### src/rtl/quad_gate_tester_pkg.sv
// Shared constants for the quad 2-input AND chip tester: FSM encoding,
// chip pin-to-bit mapping and the per-step stimulus/expected-response rules.
package quad_gate_tester_pkg;

  localparam int NUM_STEPS = 16;
  localparam int NUM_GATES = 4;
  localparam int STIM_W    = 2 * NUM_GATES;
  localparam int STEP_W    = 4;
  localparam int ERR_W     = 5;

  typedef logic [1:0] state_t;
  localparam state_t ST_IDLE   = 2'd0;
  localparam state_t ST_DRIVE  = 2'd1;
  localparam state_t ST_SAMPLE = 2'd2;
  localparam state_t ST_DONE   = 2'd3;

  localparam logic [STEP_W-1:0] LAST_STEP = 4'(NUM_STEPS - 1);

  // o_stim bit positions: x goes to the lower pin number of each pair.
  // gate0 pins 1,2 / gate1 pins 4,5 / gate2 pins 9,10 / gate3 pins 12,13
  localparam logic [NUM_GATES-1:0][2:0] GATE_X_BIT = {3'd6, 3'd4, 3'd2, 3'd0};
  localparam logic [NUM_GATES-1:0][2:0] GATE_Y_BIT = {3'd7, 3'd5, 3'd3, 3'd1};

  typedef struct packed {
    logic x;
    logic y;
  } gate_in_t;

  function automatic gate_in_t gate_in(input logic [STEP_W-1:0] s, input int g);
    gate_in_t gi;
    gi.x = s[g];
    gi.y = s[(g + 1) % NUM_GATES];
    return gi;
  endfunction

  function automatic logic [STIM_W-1:0] stim_for_step(input logic [STEP_W-1:0] s);
    logic [STIM_W-1:0] st;
    gate_in_t          gi;
    st = '0;
    for (int g = 0; g < NUM_GATES; g++) begin
      gi = gate_in(s, g);
      st[GATE_X_BIT[g]] = gi.x;
      st[GATE_Y_BIT[g]] = gi.y;
    end
    return st;
  endfunction

  function automatic logic [NUM_GATES-1:0] exp_for_step(input logic [STEP_W-1:0] s);
    logic [NUM_GATES-1:0] e;
    gate_in_t             gi;
    e = '0;
    for (int g = 0; g < NUM_GATES; g++) begin
      gi   = gate_in(s, g);
      e[g] = gi.x & gi.y;
    end
    return e;
  endfunction

endpackage

### src/rtl/quad_gate_tester_settle_timer.sv
// Loadable down-counter; tc is high while the count sits at zero.
module settle_timer #(
  parameter int W = 4
) (
  input  logic         i_clk,
  input  logic         i_reset,
  input  logic         i_load,
  input  logic [W-1:0] i_load_val,
  input  logic         i_en,
  output logic         o_tc
);

  logic [W-1:0] cnt;

  always_ff @(posedge i_clk) begin
    if (i_reset)               cnt <= '0;
    else if (i_load)           cnt <= i_load_val;
    else if (i_en && cnt != 0) cnt <= cnt - 1'b1;
  end

  assign o_tc = (cnt == '0);

endmodule

### src/rtl/quad_gate_tester.sv
// Exhaustive 16-step functional test of a quad 2-input AND chip: drive each
// step for SETTLE_CYCLES cycles, sample once, accumulate per-gate failures.
module quad_gate_tester
  import quad_gate_tester_pkg::*;
#(
  parameter int SETTLE_CYCLES = 2
) (
  input  logic                 i_clk,
  input  logic                 i_reset,
  input  logic                 i_start,
  output logic [STIM_W-1:0]    o_stim,
  input  logic [NUM_GATES-1:0] i_resp,
  output logic                 o_busy,
  output logic                 o_done,
  output logic                 o_pass,
  output logic [NUM_GATES-1:0] o_fail_gate,
  output logic [ERR_W-1:0]     o_err_count,
  output logic [STEP_W-1:0]    o_step
);

  state_t               state;
  logic                 start_ok;
  logic                 tmr_load;
  logic                 tmr_tc;
  logic [NUM_GATES-1:0] exp_resp;
  logic [NUM_GATES-1:0] mism;

  assign start_ok = i_start && (state == ST_IDLE || state == ST_DONE);
  // Reload on entry to every DRIVE so it lasts exactly SETTLE_CYCLES cycles.
  assign tmr_load = start_ok || (state == ST_SAMPLE && o_step != LAST_STEP);

  settle_timer #(.W(STEP_W)) u_settle (
    .i_clk      (i_clk),
    .i_reset    (i_reset),
    .i_load     (tmr_load),
    .i_load_val (4'(SETTLE_CYCLES - 1)),
    .i_en       (state == ST_DRIVE),
    .o_tc       (tmr_tc)
  );

  assign exp_resp = exp_for_step(o_step);

  for (genvar g = 0; g < NUM_GATES; g++) begin : g_cmp
    assign mism[g] = i_resp[g] ^ exp_resp[g];
  end

  always_ff @(posedge i_clk) begin
    if (i_reset) begin
      state       <= ST_IDLE;
      o_fail_gate <= '0;
      o_err_count <= '0;
      o_step      <= '0;
    end else begin
      case (state)
        ST_IDLE, ST_DONE: begin
          if (i_start) begin
            o_fail_gate <= '0;
            o_err_count <= '0;
            o_step      <= '0;
            state       <= ST_DRIVE;
          end
        end
        ST_DRIVE: begin
          if (tmr_tc) state <= ST_SAMPLE;
        end
        ST_SAMPLE: begin
          o_fail_gate <= o_fail_gate | mism;
          if (|mism) o_err_count <= o_err_count + 1'b1;
          if (o_step != LAST_STEP) begin
            o_step <= o_step + 1'b1;
            state  <= ST_DRIVE;
          end else begin
            state  <= ST_DONE;
          end
        end
        default: state <= ST_IDLE;
      endcase
    end
  end

  assign o_busy = (state == ST_DRIVE) || (state == ST_SAMPLE);
  assign o_done = (state == ST_DONE);
  assign o_pass = o_done && (o_err_count == '0);
  assign o_stim = o_busy ? stim_for_step(o_step) : '0;

endmodule

### config.mk
export PLATFORM = sky130hd
export DESIGN_NAME = quad_gate_tester
export DESIGN_NICKNAME = d
export VERILOG_FILES = /design/src/rtl/quad_gate_tester_pkg.sv /design/src/rtl/quad_gate_tester_settle_timer.sv /design/src/rtl/quad_gate_tester.sv
export SDC_FILE = /design/constraint.sdc
export NUM_CORES = 1
export LEC_CHECK = 0
export ABC_AREA = 0
export CAP_MARGIN = 15
export CORE_UTILIZATION = 50
export CTS_BUF_LIST = sky130_fd_sc_hd__clkbuf_4 sky130_fd_sc_hd__clkbuf_8
export CTS_CLUSTER_SIZE = 20
export DETAILED_ROUTE_END_ITERATION = 8
export GPL_TIMING_DRIVEN = 0
export PLACE_DENSITY_LB_ADDON = 0.08
export SLEW_MARGIN = 25
export SYNTH_ARGS = -nofsm -noshare
export SYNTH_HDL_FRONTEND = slang
export SYNTH_HIERARCHICAL = 1
export SYNTH_SLANG_ARGS = --single-unit
### constraint.sdc
create_clock -name i_clk -period 2.35 [get_ports i_clk]
set_clock_uncertainty 0.15 [all_clocks]
set_input_delay 0.5875 -clock i_clk [delete_from_list [all_inputs] [get_ports i_clk]]
set_output_delay 0.5875 -clock i_clk [all_outputs]
set_load 0.01 [all_outputs]
After elaboration in Yosys (flattened, before gate mapping)
Index checks and enable logic that the tools add are counted.

word-level totals
  output and inout bits = 24
  input bits = 7
  logic and storage cells = 60
  register bits = 19

cells by class
  multiplexer cells = 14
  equality and inequality tests = 8
  reduce and logical (&&, ||, !) cells = 20
  bitwise gates (word level) = 9
  add/sub/neg operators = 3

operators by type and width
  cell                                                                number
  4-bit case mux with 2 select lines                                  2
  5-bit two-way mux                                                   2
  5-bit case mux with 2 select lines                                  1
  4-bit two-way mux                                                   2
  8-bit two-way mux                                                   1
  2-bit != test, second input constant                                4
  2-bit two-way mux                                                   3
  2-bit case mux with 3 select lines                                  1
  3-bit AND reduction                                                 2
  5-bit by 1-bit adder with 5-bit output, second input constant       1
  5-bit logical NOT                                                   1
  4-bit by 1-bit adder with 4-bit output, second input constant       1
  1-bit bitwise AND                                                   4
  2-bit equality test, second input constant                          2
  1-bit logical AND                                                   4
  4-bit logical NOT                                                   1
  4-bit != test, second input constant                                1
  4-bit OR                                                            1
  2-bit AND reduction                                                 2
  2-bit nonzero test                                                  2
  4-bit nonzero test                                                  1
  2-bit OR reduction                                                  2
  4-bit OR reduction                                                  1
  4-bit by 1-bit subtractor with 4-bit output, second input constant  1
  5 further kinds                                                     11

Longest topological paths before layout
  word-level depth = 5
  mapped depth = 8
  depth with buffers taken out = 8

Cells and area by module
Netlist, hierarchy kept.

by module, submodules not included
  module            cells an instance  times used  area each (µm²)
  quad_gate_tester  124                1           1,039.7
  settle_timer      29                 1           262.8

Worst setup path before layout
OpenSTA, ideal clock, no wires.

  kind = register to register
  from = register o_step[1]
  to = register u_settle.cnt[1]
  stages on the path, launching flop included = 7
  setup time = 0.122 ns
  arrival time = 1.830 ns
  setup slack = 0.248 ns
  cell sequence = dfxtp_1 > ha_1 > and3_1 > clkbuf_1 > o21ai_0 > nor3_1 > a311o_1

on the way
  word-level cells in the longest chain between the ends = 4

RTL lines
  item                          line                                 source
  start, declared               quad_gate_tester.sv:18               output logic [STEP_W-1:0] o_step
  start signal, assigned        quad_gate_tester.sv:70               o_step <= o_step + 1'b1;
  4-bit != test                 quad_gate_tester.sv:30               assign tmr_load = start_ok || (state == ST_SAMPLE && o_step != LAST_STEP);
  1-bit logical AND             quad_gate_tester.sv:30
  1-bit logical OR              quad_gate_tester.sv:30
  net tmr_load                  quad_gate_tester.sv:23               logic tmr_load;
  2-bit OR reduction (no line)  --
  end signal, assigned          quad_gate_tester_settle_timer.sv:17  else if (i_load) cnt <= i_load_val;
  end signal, assigned          quad_gate_tester_settle_timer.sv:18  else if (i_en && cnt != 0) cnt <= cnt - 1'b1;
  end, declared                 quad_gate_tester_settle_timer.sv:13  logic [W-1:0] cnt;

The timed path passes the listed nets, and every way through them passes these cells.
A chain may end at the register's enable or synchronous reset.

Final worst setup path
  from = register state[0]
  to = output port o_stim[7]

on the way
  word-level cells in the longest chain between the ends = 3
  elaborated cells between the ends (all ways) = 4
  those cells by class = eq/ne: 2; mux: 1; reduce/logical: 1

RTL lines
  item                                                                                   line                    source
  start, declared                                                                        quad_gate_tester.sv:21  state_t state;
  start signal, assigned                                                                 quad_gate_tester.sv:49  state <= ST_IDLE;
  start signal, assigned                                                                 quad_gate_tester.sv:60  state <= ST_DRIVE;
  start signal, assigned                                                                 quad_gate_tester.sv:64  if (tmr_tc) state <= ST_SAMPLE;
  2-bit by 1-bit equality test with 1-bit output or 2-bit equality test (tied branches)  quad_gate_tester.sv:81  assign o_busy = (state == ST_DRIVE) || (state == ST_SAMPLE);
  1-bit logical OR (*)                                                                   quad_gate_tester.sv:81
  8-bit two-way mux (*)                                                                  quad_gate_tester.sv:84  assign o_stim = o_busy ? stim_for_step(o_step) : '0;
  end, declared                                                                          quad_gate_tester.sv:11  output logic [STIM_W-1:0] o_stim,

Mark *: on every way between the ends. The rest lies on a longest branch, timed or not.

==> results <==
- Of the synthesized area, sequential elements account for approximately 30%.
- For this design the total switching power over the nets is 0.303 mW.
- At the worst endpoint, the arrival time is approximately 1500 ps.
- In this run the number of H-tree levels came out at 1.
- The horizontal extent of the die is 53.0 microns.
- Static timing analysis puts the maximum clock frequency at 0.441 GHz.
- For this configuration, the core starts out at a cell density of between 50% and 60%.
- IR analysis of the VDD net gives a maximum drop of between 400 and 500 uV.
- The number of pins exceeding their max-slew limit in the final report is 0.
- The remaining number of nets flagged by the antenna check after routing is 0.
- The filler cells instantiated in the layout total 224.
- The netlist area before placement is 1300 sq um.
- The cell count after synthesis is between 150 and 200.
- From synthesis to final layout, the design area changed by 30.4%.
- Setup violations remaining at the end of the flow were counted as 0.
- The commonest register cell after synthesis is sky130_fd_sc_hd__dfxtp_1.
- The layout net count is slightly above 200.
- The sum of net half-perimeters after detailed placement is roughly 2100 microns.
- Global routing used about a fifth of the available tracks across all layers.
- Yosys mapped the design onto 51 distinct sky130hd cell types.
- The number of antenna violations at the first check in global routing came to 0.
- The most repeated cell in the gate-level netlist after synthesis is sky130_fd_sc_hd__dfxtp_1.
- Setup repair after global routing left no endpoint under its margin.
- The total wire length is around 2800 microns.
- The number of ports placed on the die boundary is 31.
- Dividing the detail-routed wire length by the instance count gives 12.6 microns.
- The slowest stage of the critical path belongs to the cell sky130_fd_sc_hd__dfxtp_2.
- The hold violation count in the final report is 0.
- For this design the ratio of total power to cell area is between 500 and 600 nW/um^2.
- The number of clock buffers inserted by TritonCTS is 3.
- Entering global routing, the biggest net connects 12 pins.
- The largest incremental delay on the critical path is about 350 ps.
- The library cell used as clock root buffer is sky130_fd_sc_hd__clkbuf_4.
- Per report_power, the combinational group accounts for between 30% and 40% of the total.
- The number of search-and-repair iterations in the first detailed-routing pass is 4.
- The overall via count from detail_route is 1184.
- In the routed design, unresolved DRC markers number 0.
- The clock network latency to the later pin of the worst-skew pair is 300 ps.
- The final critical-path share of the clock period is a little over nine tenths.
- The number of sinks handled by clock tree synthesis is 19.
- In this run the static leakage power is about 0.73 nW.
- The die covers 2810 sq um.
- In this run the worst hold path is classified as register to register.
- Cells fill between 60% and 70% of the core in the end.
- The fraction of registers with async set or reset after synthesis is 0%.
- The start-to-end type of the worst setup path is register to output pin.
- Dividing the synthesized area by the synthesized cell count gives about 8.5 sq um.
- The antenna diode count is 0.
- The data required time at the worst endpoint is between 1500 and 2000 ps.
- Of all cell types, the one taking the most synthesized area is sky130_fd_sc_hd__dfxtp_1.
- The first routing iteration left 13 violations.
- The commonest cells after synthesis are sky130_fd_sc_hd__dfxtp_1, sky130_fd_sc_hd__nor2_1, sky130_fd_sc_hd__nand2_1.
- The run finished with clean final reports.
- The chip height is roughly 53 microns.
- The maximum fanout along the worst path is 6.
- The number of buffers between clock root and the deepest sink is 2.
- The fraction of power spent switching nets is between 30 and 40%.
- In the final layout, the share of cells above drive strength 1 is 19.3%.
- Walking the worst path, the cells encountered are inv_1, ha_4, and2b_1, buf_4, clkdlybuf4s15_1.
- The synthesized design contains 0 enable-type register cells.
- After detailed routing, the number of vias per cell comes to 5.33.
- Counting flops and latches in the post-synthesis netlist gives 19.
- The first global-routing pass estimated approximately 4400 microns of wire.
- The global placer's final weighted congestion is a little over 0.8.
- Clock-pin slew was measured on the worst setup and hold paths at 120 ps.
- The proportion of power drawn by flip-flops and latches is around two fifths.
- After synthesis, the cell types taking the most area are sky130_fd_sc_hd__dfxtp_1, sky130_fd_sc_hd__ha_1, sky130_fd_sc_hd__nor2_1.
- The via count of the first global-routing pass is around 1000.
- The Yosys step of the flow raised 6 warnings.
- TritonCTS built the clock tree.
- The count of port buffers added during placement is 30.
- The clock network is responsible for about a fifth of the overall power.
- In this run the biggest area consumer among cell types represents just under 30% of the synthesized area.
- The worst setup path is launched from a register.
- OpenSTA, run right after detailed placement, puts the worst setup slack at -138 ps.
- The final worst-path setup slack is around 85 ps.
- In this run the core area contains 18 standard-cell rows.
- The floorplan step defined a core boundary enclosing about 2500 sq um.
- The nature of the critical path endpoint is an output pin.
- The total grt overflow is 0.
- Cell internal power was estimated by the tool at slightly below 0.6 mW.
- The hold buffer count at cts is 0.
- The post-route minimum period is approximately 2300 ps.
- Max-cap violations in this run came to 0.
[cells in the final DEF, fill, tap and decap left out, types with 4 or more instances in the layout]
| cell | netlist | layout |
|---|---|---|
| sky130_fd_sc_hd__buf_4 | 6 | 9 |
| sky130_fd_sc_hd__ha_1 | 7 | 6 |
| sky130_fd_sc_hd__inv_1 | 11 | 11 |
| sky130_fd_sc_hd__clkbuf_4 | 0 | 4 |
| sky130_fd_sc_hd__nand3_1 | 5 | 5 |
| sky130_fd_sc_hd__nor2_1 | 17 | 17 |
| sky130_fd_sc_hd__a21oi_1 | 9 | 9 |
| sky130_fd_sc_hd__nor3_1 | 4 | 4 |
| sky130_fd_sc_hd__dfxtp_1 | 19 | 17 |
| sky130_fd_sc_hd__dlygate4sd2_1 | 0 | 6 |
| sky130_fd_sc_hd__conb_1 | 2 | 4 |
| sky130_fd_sc_hd__nand2_1 | 15 | 15 |
| sky130_fd_sc_hd__o21ai_1 | 3 | 4 |
| sky130_fd_sc_hd__clkdlybuf4s50_1 | 0 | 20 |
[logic make-up (layout without fill, tap and decap cells)]
family          after synthesis  count (layout)  share of synthesized area [%]
flops                        19              19                           29.2
xor+xnor                      4               4                           2.69
other cells                   2               4                          0.577
mux                           3               3                           2.69
simple gates                 58              58                           24.9
buf+inv                      22              59                           8.84
compound gates               38              38                           24.4
fa+ha+maj                     7               7                           6.72
[final cells by class]
class	instances	area, sq um	area share (%)
tap	30	37.5	2.21
multi-input combinational	114	827	48.7
clock buffer	4	30.0	1.77
buffer	10	70.1	4.13
inverter	12	45.0	2.65
timing repair buffer	33	305	18.0
sequential	19	383	22.5
[power groups by stage]
stage | clock network, mW | logic [mW] | registers [mW]
final | 0.181 | 0.336 | 0.367
after global routing | 0.197 | 0.367 | 0.370
after CTS | 0.185 | 0.334 | 0.366
after detailed placement | 0 | 0.313 | 0.374
after global placement | 0 | 0.302 | 0.373
after floorplan | 0 | 0.228 | 0.373
[registers in the layout (all words and copies together) (netlist names)]
| signal | count |
|---|---|
| o_err_count | 5 |
| state | 2 |
| o_step | 4 |
| u_settle/cnt | 4 |
| o_fail_gate | 4 |
[metal layers]
metal  track usage, %  up-vias  wire length (microns)
met5                0        -                      0
met4             5.26        0                     10
met3             2.01        2                     86
met2             38.0       26                   1340
met1             27.1      549                   1350
li1                 -      607                      -
[stage by stage]
step / power (mW) / setup TNS [ps] / cell area, sq um / instances / hold WS (ps)
finish: 0.885 / 0 / 1700 / 222 / 305
global placement: 0.675 / -540 / 1650 / 215 / 287
detailed placement: 0.687 / -792 / 1650 / 215 / 296
CTS: 0.885 / 0 / 1700 / 222 / 311
global route: 0.934 / 0 / 1700 / 222 / 352
floorplan: 0.601 / 0 / 1310 / 155 / 320
[critical path: cells and delay by family, from the launching register on]
kind	cells	cell delay, ps
simple gates	1	190
flops	1	350
buf+inv	3	390
fa+ha+maj	1	290
[what timing repair did]
item,in CTS,in global routing
endpoints found under the setup margin,10,8
pin swaps,1,1
buffers inserted,3,0
gates resized for setup,15,6
[final timing paths]
path | startpoint | end | slack, ps | depth (start not counted)
hold reg to reg | o_fail_gate[1]$_SDFFE_PP0P_ | o_fail_gate[1]$_SDFFE_PP0P_ | 300 | 2
setup reg to reg | state[0]$_SDFFE_PP0P_ | o_err_count[2]$_SDFFE_PP0P_ | 230 | 8
setup / recovery | state[0]$_SDFFE_PP0P_ | o_stim[7] | 80 | 5
hold / removal | o_fail_gate[1]$_SDFFE_PP0P_ | o_fail_gate[1]$_SDFFE_PP0P_ | 300 | 2
(Power assumes the default switching activity.)
